**src/rtl/tone_divider.sv**
```systemverilog
// ============================================================================
// Module   : tone_divider
// Purpose  : Unsigned restoring divider, one quotient bit per clock, MSB first.
// Revision : 1.0
// ============================================================================
`default_nettype none

module tone_divider #(
    parameter int n = 22
) (
    input  logic         clk,
    input  logic         rst,
    input  logic         start,
    input  logic [n-1:0] dividend,
    input  logic [n-1:0] divisor,
    output logic         busy,
    output logic         done,
    output logic [n-1:0] quotient,
    output logic [n-1:0] remainder,
    output logic         div_zero
);

    typedef enum logic [1:0] {
        IDLE = 2'd0,
        RUN  = 2'd1,
        DONE = 2'd2
    } state_t;

    localparam int              CW          = $clog2(n + 1);
    localparam logic [CW-1:0]   c_last_iter = CW'(n - 1);

    state_t         state_q, state_d;
    logic [CW-1:0]  cnt_q, cnt_d;
    logic [n-1:0]   dvd_q, dvd_d;
    logic [n-1:0]   dvs_q, dvs_d;
    logic [n-1:0]   part_q, part_d;
    logic [n-1:0]   quo_q, quo_d;
    logic [n-1:0]   quotient_q, quotient_d;
    logic [n-1:0]   remainder_q, remainder_d;
    logic           div_zero_q, div_zero_d;

    logic [n:0]     w_trial;
    logic           w_fits;
    logic [n-1:0]   w_part_next;
    logic [n-1:0]   w_quo_next;

    // One restoring step: the trial value needs n+1 bits, but after the
    // conditional subtract it is always below the divisor and fits in n bits.
    always_comb begin
        w_trial     = {part_q, dvd_q[n-1]};
        w_fits      = (w_trial >= {1'b0, dvs_q});
        w_part_next = w_fits ? n'(w_trial - {1'b0, dvs_q}) : w_trial[n-1:0];
        w_quo_next  = {quo_q[n-2:0], w_fits};
    end

    always_comb begin
        state_d     = state_q;
        cnt_d       = cnt_q;
        dvd_d       = dvd_q;
        dvs_d       = dvs_q;
        part_d      = part_q;
        quo_d       = quo_q;
        quotient_d  = quotient_q;
        remainder_d = remainder_q;
        div_zero_d  = div_zero_q;

        case (state_q)
            IDLE: begin
                if (start) begin
                    dvd_d  = dividend;
                    dvs_d  = divisor;
                    cnt_d  = '0;
                    part_d = '0;
                    quo_d  = '0;
                    if (divisor == '0) begin
                        quotient_d  = '1;
                        remainder_d = dividend;
                        div_zero_d  = 1'b1;
                        state_d     = DONE;
                    end else begin
                        state_d = RUN;
                    end
                end
            end
            RUN: begin
                part_d = w_part_next;
                quo_d  = w_quo_next;
                dvd_d  = {dvd_q[n-2:0], 1'b0};
                cnt_d  = cnt_q + 1'b1;
                if (cnt_q == c_last_iter) begin
                    quotient_d  = w_quo_next;
                    remainder_d = w_part_next;
                    div_zero_d  = 1'b0;
                    state_d     = DONE;
                end
            end
            DONE: begin
                state_d = IDLE;
            end
            default: begin
                state_d = IDLE;
            end
        endcase
    end

    always_ff @(posedge clk) begin
        if (rst) begin
            state_q     <= IDLE;
            cnt_q       <= '0;
            dvd_q       <= '0;
            dvs_q       <= '0;
            part_q      <= '0;
            quo_q       <= '0;
            quotient_q  <= '0;
            remainder_q <= '0;
            div_zero_q  <= 1'b0;
        end else begin
            state_q     <= state_d;
            cnt_q       <= cnt_d;
            dvd_q       <= dvd_d;
            dvs_q       <= dvs_d;
            part_q      <= part_d;
            quo_q       <= quo_d;
            quotient_q  <= quotient_d;
            remainder_q <= remainder_d;
            div_zero_q  <= div_zero_d;
        end
    end

    assign busy      = (state_q == RUN);
    assign done      = (state_q == DONE);
    assign quotient  = quotient_q;
    assign remainder = remainder_q;
    assign div_zero  = div_zero_q;

endmodule

`default_nettype wire

```
**config.mk**
```make
export PLATFORM = sky130hd
export DESIGN_NAME = tone_divider
export DESIGN_NICKNAME = d
export VERILOG_FILES = /design/src/rtl/tone_divider.sv
export SDC_FILE = /design/constraint.sdc
export NUM_CORES = 1
export LEC_CHECK = 0
export BUFFER_PORTS_ARGS = -buffer_cell sky130_fd_sc_hd__buf_2
export CORE_MARGIN = 2
export CORE_UTILIZATION = 50
export DETAILED_ROUTE_END_ITERATION = 8
export PLACE_DENSITY = 0.71
export SYNTH_ARGS = -nofsm -noshare
export SYNTH_HDL_FRONTEND = slang
export SYNTH_SLANG_ARGS = --single-unit
```
**constraint.sdc**
```tcl
create_clock -name clk -period 3.8 [get_ports clk]
set_input_delay 0.19 -clock clk [delete_from_list [all_inputs] [get_ports clk]]
set_output_delay 0.19 -clock clk [all_outputs]
set_load 0.01 [all_outputs]
```
==> impl_metrics.toml <==
[sta]
post-route-period-util_pct = 80.1
grt_setup_unrepaired = "false"
fin_worst_skew_ps = 9.38
timing.slew.headroom_pct = 33.7
final.setup.tns_ps = 0
upper_clock_frequency_limit_ghz = 0.329
post-route-min-period_ps = 3040
drv_slew = 0
report.final.hold_viol_count = 0
setup_viol_count_final = 0
worstMarginPinSlew_ps = 992

[routing]
detail_route.iter0.violations = 602
route.vias.total = 6552
wl_per_cell_um = 15.8
antenna_left = 0
postRouteWirelength_um = 18300
drc = 0
avgViaCountPerCell = 5.66
drt-pass1-iter-count = 5

[power]
vdd_ir_drop_max_uv = 388
fin_total_pwr_w = 0.00607
static-leakage-power_nw = 3.22
pwrdens_nw_per_um2 = 756

[synthesis]
synth_cell_types = 59
synthDominantCellAreaShare_pct = 40.7
synth.cell_area_um2 = 6850
ys_ff_latch = 139
synth_top_cells_by_area = "sky130_fd_sc_hd__dfxtp_1, sky130_fd_sc_hd__nand2_1, sky130_fd_sc_hd__a21oi_1"
yosysWarningCount = 0
ys_dominant_reg_cell = "sky130_fd_sc_hd__dfxtp_1"
synth-seq-area-share_pct = 40.7
synth_enable_flop_cells = 0
mappedNetlistNets = 970
synth_async_sr_flop_share_pct = 0
synth_cells = 898
post-synth-top-area-cell = "sky130_fd_sc_hd__dfxtp_1"
synth_area_per_cell_um2 = 7.62

[final_layout]
commonest_non_fill_non_tap_cell_in_the_layout = "sky130_fd_sc_hd__nand2_1"
proportion_of_layout_cells_with_a_drive_suffix_above_1_pct = 15.0
flow.area_growth_from_synthesis_pct = 17.3
final_net_count = 1041
mostFrequentLayoutCells = "sky130_fd_sc_hd__nand2_1, sky130_fd_sc_hd__dfxtp_1, sky130_fd_sc_hd__nor2_1, sky130_fd_sc_hd__buf_2, sky130_fd_sc_hd__a21oi_1"
n_diodes = 0

[floorplanning]
floorplan.io_pins = 94
core_area_um2 = 13300
floorplan.die.width_um = 121
floorplan.initialDensity_pct = 51.5
fp.dieArea_um2 = 14600
floorplan.rows = 42
dieHeight_um = 121

[clock_network]
worst_setup_hold_path_clk_slew_ps = 60
clock_path_buffers = 2
tritoncts_sinks = 139
cts_tree = "built"
h-tree-depth = 4
number_of_clock_buffers_inserted_by_tritoncts = 17
post_cts.resized_instances = 0
clock_latency_ps = 420
clk_root_buffer_cell = "sky130_fd_sc_hd__clkbuf_16"

[setup_path]
crit_path_max_fanout = 7
slowest_delay_ps = 690
critPathLaunchType = "flop"
crit_path_cell_trace = "inv_1 > ha_1 > a21oi_1 > nor2_1 > o41ai_1 > a21boi_0 > o21ai_0 > a211oi_1 > a2111oi_0 > buf_4 > nor4_1"
worst_ep_arrival_ps = 3330
endpoint_kind_of_the_worst_setup_timing_path = "flop"
worstSetupPathType = "flop to flop"
worst_ep_required_time_ps = 4090
cp_num_buf_inv = 2
worst_path_dominant_cell_family = "compound AO/OA/AOI/OAI gates"
critical_path_s_slowest_cell = "sky130_fd_sc_hd__o41ai_1"

[global_route]
grt_first_pass_wirelength_um = 29800
global_route.overflow_total = 0
first_global_vias = 5947
largest_net_degree_at_the_start_of_global_routing = 78
grtUsageTotal_pct = 25.7
number_of_antenna_violations_at_the_first_check_in_global_routing = 0

[run]
timing.max_cap.violations = 0

[hold_path]
path_type_of_the_worst_min_delay_path = "input pin to flop"

[placement]
hpwl_um = 12400
port_buffers = 93
gp_congestion = 0.928

[outcome]
status = "finished, final reports clean"
==> metal layers <==
layer / wire length (um) / vias up / global-route usage, %
li1: - / 3278 / -
met1: 9320 / 3028 / 38.0
met2: 7510 / 223 / 37.2
met3: 1150 / 23 / 4.98
met4: 274 / 0 / 8.28
met5: 0 / - / 0
==> cells by family (layout without fill, tap and decap cells) <==
| logic type | Yosys count | count (layout) | synth area share, % |
|---|---|---|---|
| simple gates | 400 | 400 | 25.4 |
| compound gates | 223 | 223 | 20.6 |
| flops | 139 | 139 | 40.7 |
| buf+inv | 87 | 171 | 5.04 |
| fa+ha+maj | 25 | 25 | 4.68 |
| xor+xnor | 14 | 14 | 1.79 |
| mux | 10 | 10 | 1.85 |
==> flip-flops by register name, indices dropped and copies added, names as in the netlist <==
register and cells:
dvs_q 22, state_q 2, dvd_q 22, quotient 22, part_q 22, remainder 22
div_zero 1, cnt_q 5, quo_q 21
==> path summary, 6_finish.rpt <==
kind	start	end	slack (ps)	cells after the start
setup / recovery	dvs_q[7]$_SDFFE_PP0P_	remainder[14]$_SDFFE_PP0P_	760	11
hold / removal	divisor[18]	dvs_q[18]$_SDFFE_PP0P_	10	3
setup reg to reg	dvs_q[7]$_SDFFE_PP0P_	remainder[14]$_SDFFE_PP0P_	760	11
hold reg to reg	remainder[3]$_SDFFE_PP0P_	remainder[3]$_SDFFE_PP0P_	450	2
==> where the power goes <==
part | internal (W) | switching, W
combinational | 0.00108 | 0.00164
clock | 0.00104 | 0.000623
sequential | 0.00157 | 0.000120
==> timing repair <==
action                                 CTS  global route
hold buffers                             2             0
setup buffers                            0             0
endpoints found under the hold margin    2             0
==> metrics by stage <==
step | std cells | setup WS, ps | cell area [um^2] | util [%] | hold WS (ps)
floorplan | 898 | 1280 | 6850 | - | 326
global placement | 1124 | 891 | 7430 | 55.9 | 441
detailed placement | 1124 | 848 | 7430 | 55.9 | 446
CTS | 1158 | 827 | 8030 | 60.4 | 2.59
global route | 1158 | 371 | 8030 | 60.4 | 15.6
finish | 1158 | 758 | 8030 | 60.4 | 14.2
==> cell type report <==
cell class | instances | area (um^2)
fillers | 1248 | 5270
flip-flops and latches | 139 | 2780
repair buffers | 109 | 593
well taps | 176 | 220
inverters | 30 | 113
multi-input cells | 672 | 3740
clock buffers | 26 | 499
clock inverters | 6 | 83.8
==> worst min-delay path, cell delays in order <==
cell and delay, ps:
sky130_fd_sc_hd__buf_2 100, sky130_fd_sc_hd__nand2_1 50, sky130_fd_sc_hd__a21oi_1 50
==> cells in the mapped netlist (9+ instances only) <==
cell type / instances
sky130_fd_sc_hd__o21ai_1: 16
sky130_fd_sc_hd__nand3_1: 10
sky130_fd_sc_hd__ha_1: 24
sky130_fd_sc_hd__a21oi_1: 90
sky130_fd_sc_hd__nor3_1: 50
sky130_fd_sc_hd__nor2_1: 112
sky130_fd_sc_hd__clkbuf_1: 38
sky130_fd_sc_hd__o21ai_0: 21
sky130_fd_sc_hd__a311oi_1: 22
sky130_fd_sc_hd__inv_1: 30
sky130_fd_sc_hd__a211oi_1: 10
sky130_fd_sc_hd__a22oi_1: 10
sky130_fd_sc_hd__buf_1: 14
sky130_fd_sc_hd__nor2b_1: 9
sky130_fd_sc_hd__dfxtp_1: 139
sky130_fd_sc_hd__nand2_1: 175
(Power assumes the default switching activity.)
